<file path="src/rtl/hex_entry_pkg.sv">
`default_nettype none
// ============================================================================
// Module   : hex_entry_pkg
// Purpose  : Shared types and constants for the hex_entry block: entry FSM
//            state encoding and button index assignments.
// Revision : 1.0 - initial release
// ============================================================================
package hex_entry_pkg;

  // Entry FSM states; digit count is tracked separately so HOLD can keep 1 or 2.
  typedef enum logic [1:0] {
    EMPTY = 2'd0,
    ONE   = 2'd1,
    FULL  = 2'd2,
    HOLD  = 2'd3
  } state_t;

  // Button bit positions within BTN[2:0].
  localparam int BTN_ENTER  = 0;
  localparam int BTN_COMMIT = 1;
  localparam int BTN_CLEAR  = 2;

  // Buttons are active-low; this is the idle (not pressed) level.
  localparam logic BTN_RELEASED = 1'b1;

endpackage : hex_entry_pkg
`default_nettype wire

</file>
<file path="src/rtl/debounce_edge.sv">
`default_nettype none
// ============================================================================
// Module   : debounce_edge
// Purpose  : One active-low button: 2-FF synchroniser, stability counter and
//            a single-cycle press pulse on an accepted released->pressed change.
// Revision : 1.0 - initial release
// ============================================================================
module debounce_edge
  import hex_entry_pkg::*;
#(
  parameter int DEBOUNCE_CYCLES = 240000,
  parameter int CNT_W           = 18
) (
  input  logic clk_in,
  input  logic rst_n_in,
  input  logic btn_raw,
  output logic press
);

  localparam logic [CNT_W-1:0] c_cnt_last = CNT_W'(DEBOUNCE_CYCLES - 1);

  logic             r_sync_meta;
  logic             r_sync;
  logic             r_stable;
  logic [CNT_W-1:0] r_cnt;
  logic             r_press;

  // Synchronise, count consecutive disagreeing cycles, accept the new level
  // once it has persisted long enough, and flag only the press direction.
  always_ff @(posedge clk_in) begin
    if (!rst_n_in) begin
      r_sync_meta <= BTN_RELEASED;
      r_sync      <= BTN_RELEASED;
      r_stable    <= BTN_RELEASED;
      r_cnt       <= '0;
      r_press     <= 1'b0;
    end else begin
      r_sync_meta <= btn_raw;
      r_sync      <= r_sync_meta;
      r_press     <= 1'b0;
      if (r_sync == r_stable) begin
        r_cnt <= '0;
      end else if (r_cnt == c_cnt_last) begin
        r_stable <= r_sync;
        r_cnt    <= '0;
        r_press  <= (r_sync != BTN_RELEASED);
      end else begin
        r_cnt <= r_cnt + 1'b1;
      end
    end
  end

  assign press = r_press;

endmodule : debounce_edge
`default_nettype wire

</file>
<file path="src/rtl/hex_entry.sv">
`default_nettype none
// ============================================================================
// Module   : hex_entry
// Purpose  : Debounces ENTER/COMMIT/CLEAR buttons, samples SW as a hex nibble
//            per ENTER, assembles up to two nibbles and offers the byte on a
//            valid/ready handshake.
// Config   : HEX_ENTRY_ECHO_EN adds echo_data (live view of the entry byte).
// Revision : 1.0 - initial release
// ============================================================================
module hex_entry
  import hex_entry_pkg::*;
#(
  parameter int DEBOUNCE_CYCLES = 240000,
  parameter int CNT_W           = 18
) (
  input  logic       clk_in,
  input  logic       rst_n_in,
  input  logic [3:0] SW,
  input  logic [2:0] BTN,
  output logic [7:0] out_data,
  output logic       out_valid,
  input  logic       out_ready,
  output logic [1:0] digit_cnt,
  output logic       busy
`ifdef HEX_ENTRY_ECHO_EN
  ,
  output logic [7:0] echo_data
`endif
);

  logic [3:0] r_sw_meta;
  logic [3:0] r_sw_sync;
  logic [2:0] w_press;

  state_t     r_state;
  state_t     w_state_nxt;
  logic [7:0] r_shift;
  logic [7:0] w_shift_nxt;
  logic [7:0] r_out_data;
  logic [7:0] w_out_data_nxt;
  logic [1:0] r_digit_cnt;
  logic [1:0] w_digit_cnt_nxt;

  // Two-stage synchroniser for the switch nibble.
  always_ff @(posedge clk_in) begin
    if (!rst_n_in) begin
      r_sw_meta <= '0;
      r_sw_sync <= '0;
    end else begin
      r_sw_meta <= SW;
      r_sw_sync <= r_sw_meta;
    end
  end

  generate
    for (genvar gi = 0; gi < 3; gi++) begin : g_btn
      debounce_edge #(
        .DEBOUNCE_CYCLES(DEBOUNCE_CYCLES),
        .CNT_W          (CNT_W)
      ) u_debounce (
        .clk_in  (clk_in),
        .rst_n_in(rst_n_in),
        .btn_raw (BTN[gi]),
        .press   (w_press[gi])
      );
    end
  endgenerate

  // Entry FSM and data registers.
  always_ff @(posedge clk_in) begin
    if (!rst_n_in) begin
      r_state     <= EMPTY;
      r_shift     <= '0;
      r_out_data  <= '0;
      r_digit_cnt <= '0;
    end else begin
      r_state     <= w_state_nxt;
      r_shift     <= w_shift_nxt;
      r_out_data  <= w_out_data_nxt;
      r_digit_cnt <= w_digit_cnt_nxt;
    end
  end

  // Next-state logic; CLEAR beats COMMIT beats ENTER, and HOLD ignores
  // every button until the byte has been taken.
  always_comb begin
    w_state_nxt     = r_state;
    w_shift_nxt     = r_shift;
    w_out_data_nxt  = r_out_data;
    w_digit_cnt_nxt = r_digit_cnt;
    case (r_state)
      EMPTY, ONE, FULL: begin
        if (w_press[BTN_CLEAR]) begin
          w_state_nxt     = EMPTY;
          w_shift_nxt     = '0;
          w_digit_cnt_nxt = 2'd0;
        end else if (w_press[BTN_COMMIT]) begin
          if (r_state != EMPTY) begin
            w_state_nxt    = HOLD;
            w_out_data_nxt = r_shift;
          end
        end else if (w_press[BTN_ENTER]) begin
          if (r_state == EMPTY) begin
            w_state_nxt     = ONE;
            w_shift_nxt     = {4'h0, r_sw_sync};
            w_digit_cnt_nxt = 2'd1;
          end else if (r_state == ONE) begin
            w_state_nxt     = FULL;
            w_shift_nxt     = {r_shift[3:0], r_sw_sync};
            w_digit_cnt_nxt = 2'd2;
          end
        end
      end
      HOLD: begin
        if (out_ready) begin
          w_state_nxt     = EMPTY;
          w_shift_nxt     = '0;
          w_digit_cnt_nxt = 2'd0;
        end
      end
      default: begin
        w_state_nxt = EMPTY;
      end
    endcase
  end

  assign out_data  = r_out_data;
  assign out_valid = (r_state == HOLD);
  assign busy      = (r_state == HOLD);
  assign digit_cnt = r_digit_cnt;

`ifdef HEX_ENTRY_ECHO_EN
  assign echo_data = r_shift;
`endif

endmodule : hex_entry
`default_nettype wire
</file>
<file path="config.mk">
export PLATFORM = sky130hd
export DESIGN_NAME = hex_entry
export DESIGN_NICKNAME = d
export VERILOG_FILES = /design/src/rtl/hex_entry_pkg.sv /design/src/rtl/debounce_edge.sv /design/src/rtl/hex_entry.sv
export SDC_FILE = /design/constraint.sdc
export NUM_CORES = 1
export LEC_CHECK = 0
export BUFFER_PORTS_ARGS = -buffer_cell sky130_fd_sc_hd__buf_4
export CORE_UTILIZATION = 35
export DETAILED_ROUTE_END_ITERATION = 6
export GPL_TIMING_DRIVEN = 0
export PLACE_DENSITY = 0.52
export SYNTH_ARGS = -nofsm -noshare
export SYNTH_HDL_FRONTEND = slang
export SYNTH_SLANG_ARGS = --single-unit
</file>
<file path="constraint.sdc">
create_clock -name clk_in -period 1.7 [get_ports clk_in]
set_input_delay 0.34 -clock clk_in [delete_from_list [all_inputs] [get_ports clk_in]]
set_output_delay 0.34 -clock clk_in [all_outputs]
set_load 0.02 [all_outputs]
</file>
==> impl_metrics.tcl <==
set metrics [dict create \
    synth-main-ff-cell "dfxtp_1" \
    relSlewSlack 0.598 \
    leakage_nw 1.62 \
    antenna_cells 0 \
    startpoint_type "register" \
    die_w_um 109 \
    finalMaxSlewViolations 0 \
    n_fill_cell 1047 \
    cp.arrival_ns 1.86 \
    worstMarginPinSlew_ns 0.604 \
    first_pass_iters 4 \
    initial_core_util 0.363 \
    grt_pass1_wl_um 13200 \
    gr-usage-all-layers 0.142 \
    gp_congestion 0.792 \
    finalNonFillerCells 617 \
    worst_setup_path_end_kind "register" \
    synth_area_leaders "dfxtp_1, xnor2_1, nor2_1" \
    port_buffers 20 \
    maxCapViolCount 0 \
    fin_nets 485 \
    hp-class "in2reg" \
    hpwl_um 5040 \
    synth_top_cell_area_share 0.473 \
    postSynth.asyncResetShare 0 \
    synth_edf_count 0 \
    place_area_mm2 0.00432 \
    fp.dieH_um 109 \
    vias 3054 \
    finalCritPeriodShare 0.964 \
    rows 38 \
    seq_area_mm2 0.00191 \
    die_area_mm2 0.0118 \
    yosys.area.top_type "dfxtp_1" \
    avgSynthCellArea_um2 9.24 \
    vias_per_cell 4.95 \
    ys_seq_elements 94 \
    status "finished clean" \
    synth_cells 431 \
    ctsHoldBuffers 0 \
    required_ns 1.93 \
    fin_worst_skew_ns 0.00785 \
    multi_input_area_mm2 0.00215 \
    drc_errors 0 \
    fin_area_mm2 0.00496 \
    ir_drop_v 0.000498 \
    clk_pin_slew_worst_paths_ns 0.07 \
    cts_tree "built" \
    root_buffer "clkbuf_16" \
    gr-total-overflow 0 \
    wl_per_cell_um 12.6 \
    ys_types 44 \
    grt_max_degree 17 \
    insertion_delay_ns 0.34 \
    path_class "reg2reg" \
    yosysSeqAreaShare 0.473 \
    cts_made_buffers 9 \
    min_period_ns 1.64 \
    syn2layout_area_growth_pct 24.4 \
    path_max_fanout 5 \
    grt_pass1_vias 2811 \
    hold_end "g_btn[1].u_debounce.r_sync_meta" \
    coreArea_mm2 0.0110 \
    totalWireLength_um 7790 \
    cts_num_sinks 94 \
    drive_above_1_share 0.220 \
    ant_nets 0 \
    hold_start "BTN[1]" \
    rr_startpoint "g_btn[0].u_debounce.r_cnt[2]" \
    hold_depth 2 \
    antenna_found_initial 0 \
    numPlacedInstances 591 \
    cts_buffer_depth 2 \
    p_per_area_mw_per_mm2 859 \
    ff2ff_setup_slack_ns 0.06 \
    fmax_mhz 610 \
    synth_fp_nets 444 \
    drtIter0Drc 121 \
    synth_warnings 0 \
    r2r-end "g_btn[0].u_debounce.r_cnt[15]" \
    h-tree-depth 3 \
    setup_viol 0 \
    ios 22 \
    synth_area_mm2 0.00398 \
    finalHoldViolCount 0 \
    rr_worst_depth 4 \
]
-- critical path: stages, from the launching register on --
cell,delay (ns)
dfxtp_1,0.42
nand4_1,0.24
or4_1,0.60
o21ai_0,0.18
a21oi_1,0.09
-- registers in the layout, summed over array words and instances (netlist names) --
name and count:
g_btn.u_debounce.r_sync_meta 3, r_state 2, g_btn.u_debounce.r_stable 3, g_btn.u_debounce.r_sync 3
g_btn.u_debounce.press 3, r_sw_meta 4, out_data 8, r_shift 8
r_sw_sync 4, digit_cnt 2, g_btn.u_debounce.r_cnt 54
-- report_power, final --
group / internal, mW / switching [mW] / total [mW] / leakage, nW
Sequential: 2.22 / 0.00796 / 2.22 / 0.769
Clock: 1.08 / 0.861 / 1.94 / 0.138
Combinational: 0.0485 / 0.0435 / 0.0920 / 0.711
Total: 3.35 / 0.913 / 4.26 / 1.62
-- placed cells by master (no fill, tap or decap), types with 4 or more instances in the layout --
master / netlist / layout
clkbuf_1: 9 / 6
and3_1: 8 / 7
inv_1: 12 / 12
dfxtp_2: 0 / 13
and2_1: 16 / 16
clkbuf_16: 0 / 9
xnor2_1: 24 / 24
nor2_1: 49 / 49
nor3_1: 10 / 10
o21ai_0: 8 / 7
nor4_1: 9 / 7
buf_6: 0 / 9
nand2b_1: 11 / 11
a21boi_0: 5 / 5
a21oi_1: 12 / 11
nand3_1: 34 / 25
or4_1: 5 / 5
nand4_1: 12 / 12
nand2_1: 18 / 18
o211ai_1: 4 / 4
mux2i_1: 14 / 14
nand3_2: 1 / 9
nor2b_1: 15 / 15
dfxtp_1: 94 / 79
xor2_1: 18 / 18
buf_4: 4 / 29
-- layout make-up --
class,count,area share
clock inverter,5,0.00833
multi-input combinational,306,0.434
inverter,12,0.00909
tap,140,0.0353
timing repair buffer,32,0.0555
clock buffer,11,0.0510
sequential,94,0.384
buffer,17,0.0220
-- layer usage --
layer | track usage | up-vias | part of all wire
li1 | - | 1578 | -
met1 | 0.187 | 1437 | 0.50
met2 | 0.226 | 31 | 0.46
met3 | 0.0323 | 8 | 0.027
met4 | 0.0521 | 0 | 0.015
met5 | 0 | - | 0
-- cells in the mapped netlist (2+ instances only) --
cell type,instances
and2_1,16
o21ai_0,8
nand4b_1,2
xor2_1,18
buf_4,4
a21boi_0,5
or3_1,4
nor3_1,10
or4_1,5
nand4_1,12
nand3_1,34
nor4b_1,2
mux2i_1,14
o31ai_1,2
o211ai_2,2
nor4bb_1,2
dfxtp_1,94
a21oi_1,12
and3_1,8
clkbuf_1,9
xnor2_1,24
nor2_1,49
o211ai_1,4
nand2_1,18
and4_1,3
ha_1,3
nand2b_1,11
nor4_1,9
inv_1,12
nand4_2,2
a22oi_1,2
buf_2,5
nor2b_1,15
-- repair_timing --
item	in CTS	in global routing
pin swaps	4	8
buffers inserted	6	4
gates cloned	1	1
endpoints found under the setup margin	59	57
resized for setup	25	40
-- worst max path at each step --
stage / startpoint / end / slack (ns) / cells after the start
CTS: g_btn[1].u_debounce.r_cnt[3] / g_btn[1].u_debounce.r_cnt[17] / -0.02 / 4
detailed placement: g_btn[1].u_debounce.r_cnt[0] / g_btn[1].u_debounce.r_cnt[13] / -0.33 / 6
global placement: g_btn[1].u_debounce.r_cnt[0] / g_btn[1].u_debounce.r_cnt[9] / -0.31 / 6
global route: g_btn[0].u_debounce.r_cnt[2] / g_btn[0].u_debounce.r_cnt[15] / -0.02 / 4
floorplan: g_btn[1].u_debounce.r_cnt[0] / g_btn[1].u_debounce.r_cnt[10] / 0.01 / 6
finish: g_btn[0].u_debounce.r_cnt[2] / g_btn[0].u_debounce.r_cnt[15] / 0.06 / 4
-- cells by family after synthesis --
logic type,after synthesis,synth area share
and+or+nand+nor,208,0.287
DFF,94,0.473
xor gates and xnor gates,42,0.0924
AOI/OAI and AO/OA,39,0.0688
buffers and inverters,31,0.0349
muxes,14,0.0352
adders and majority gates,3,0.00943
-- metrics by stage --
stage / total power, mW / hold slack [ns] / setup TNS [ns] / worst slack (ns) / util
floorplan: 2.32 / 0.386 / 0 / 0.0110 / -
global placement: 2.35 / 0.395 / -9.58 / -0.311 / 0.394
detailed placement: 2.35 / 0.399 / -11.41 / -0.325 / 0.394
CTS: 4.33 / 0.177 / -0.0197 / -0.0197 / 0.434
global route: 4.43 / 0.182 / -0.0393 / -0.0174 / 0.451
finish: 4.26 / 0.182 / 0 / 0.0609 / 0.451
Note: power is estimated with default switching activity, not from simulation.
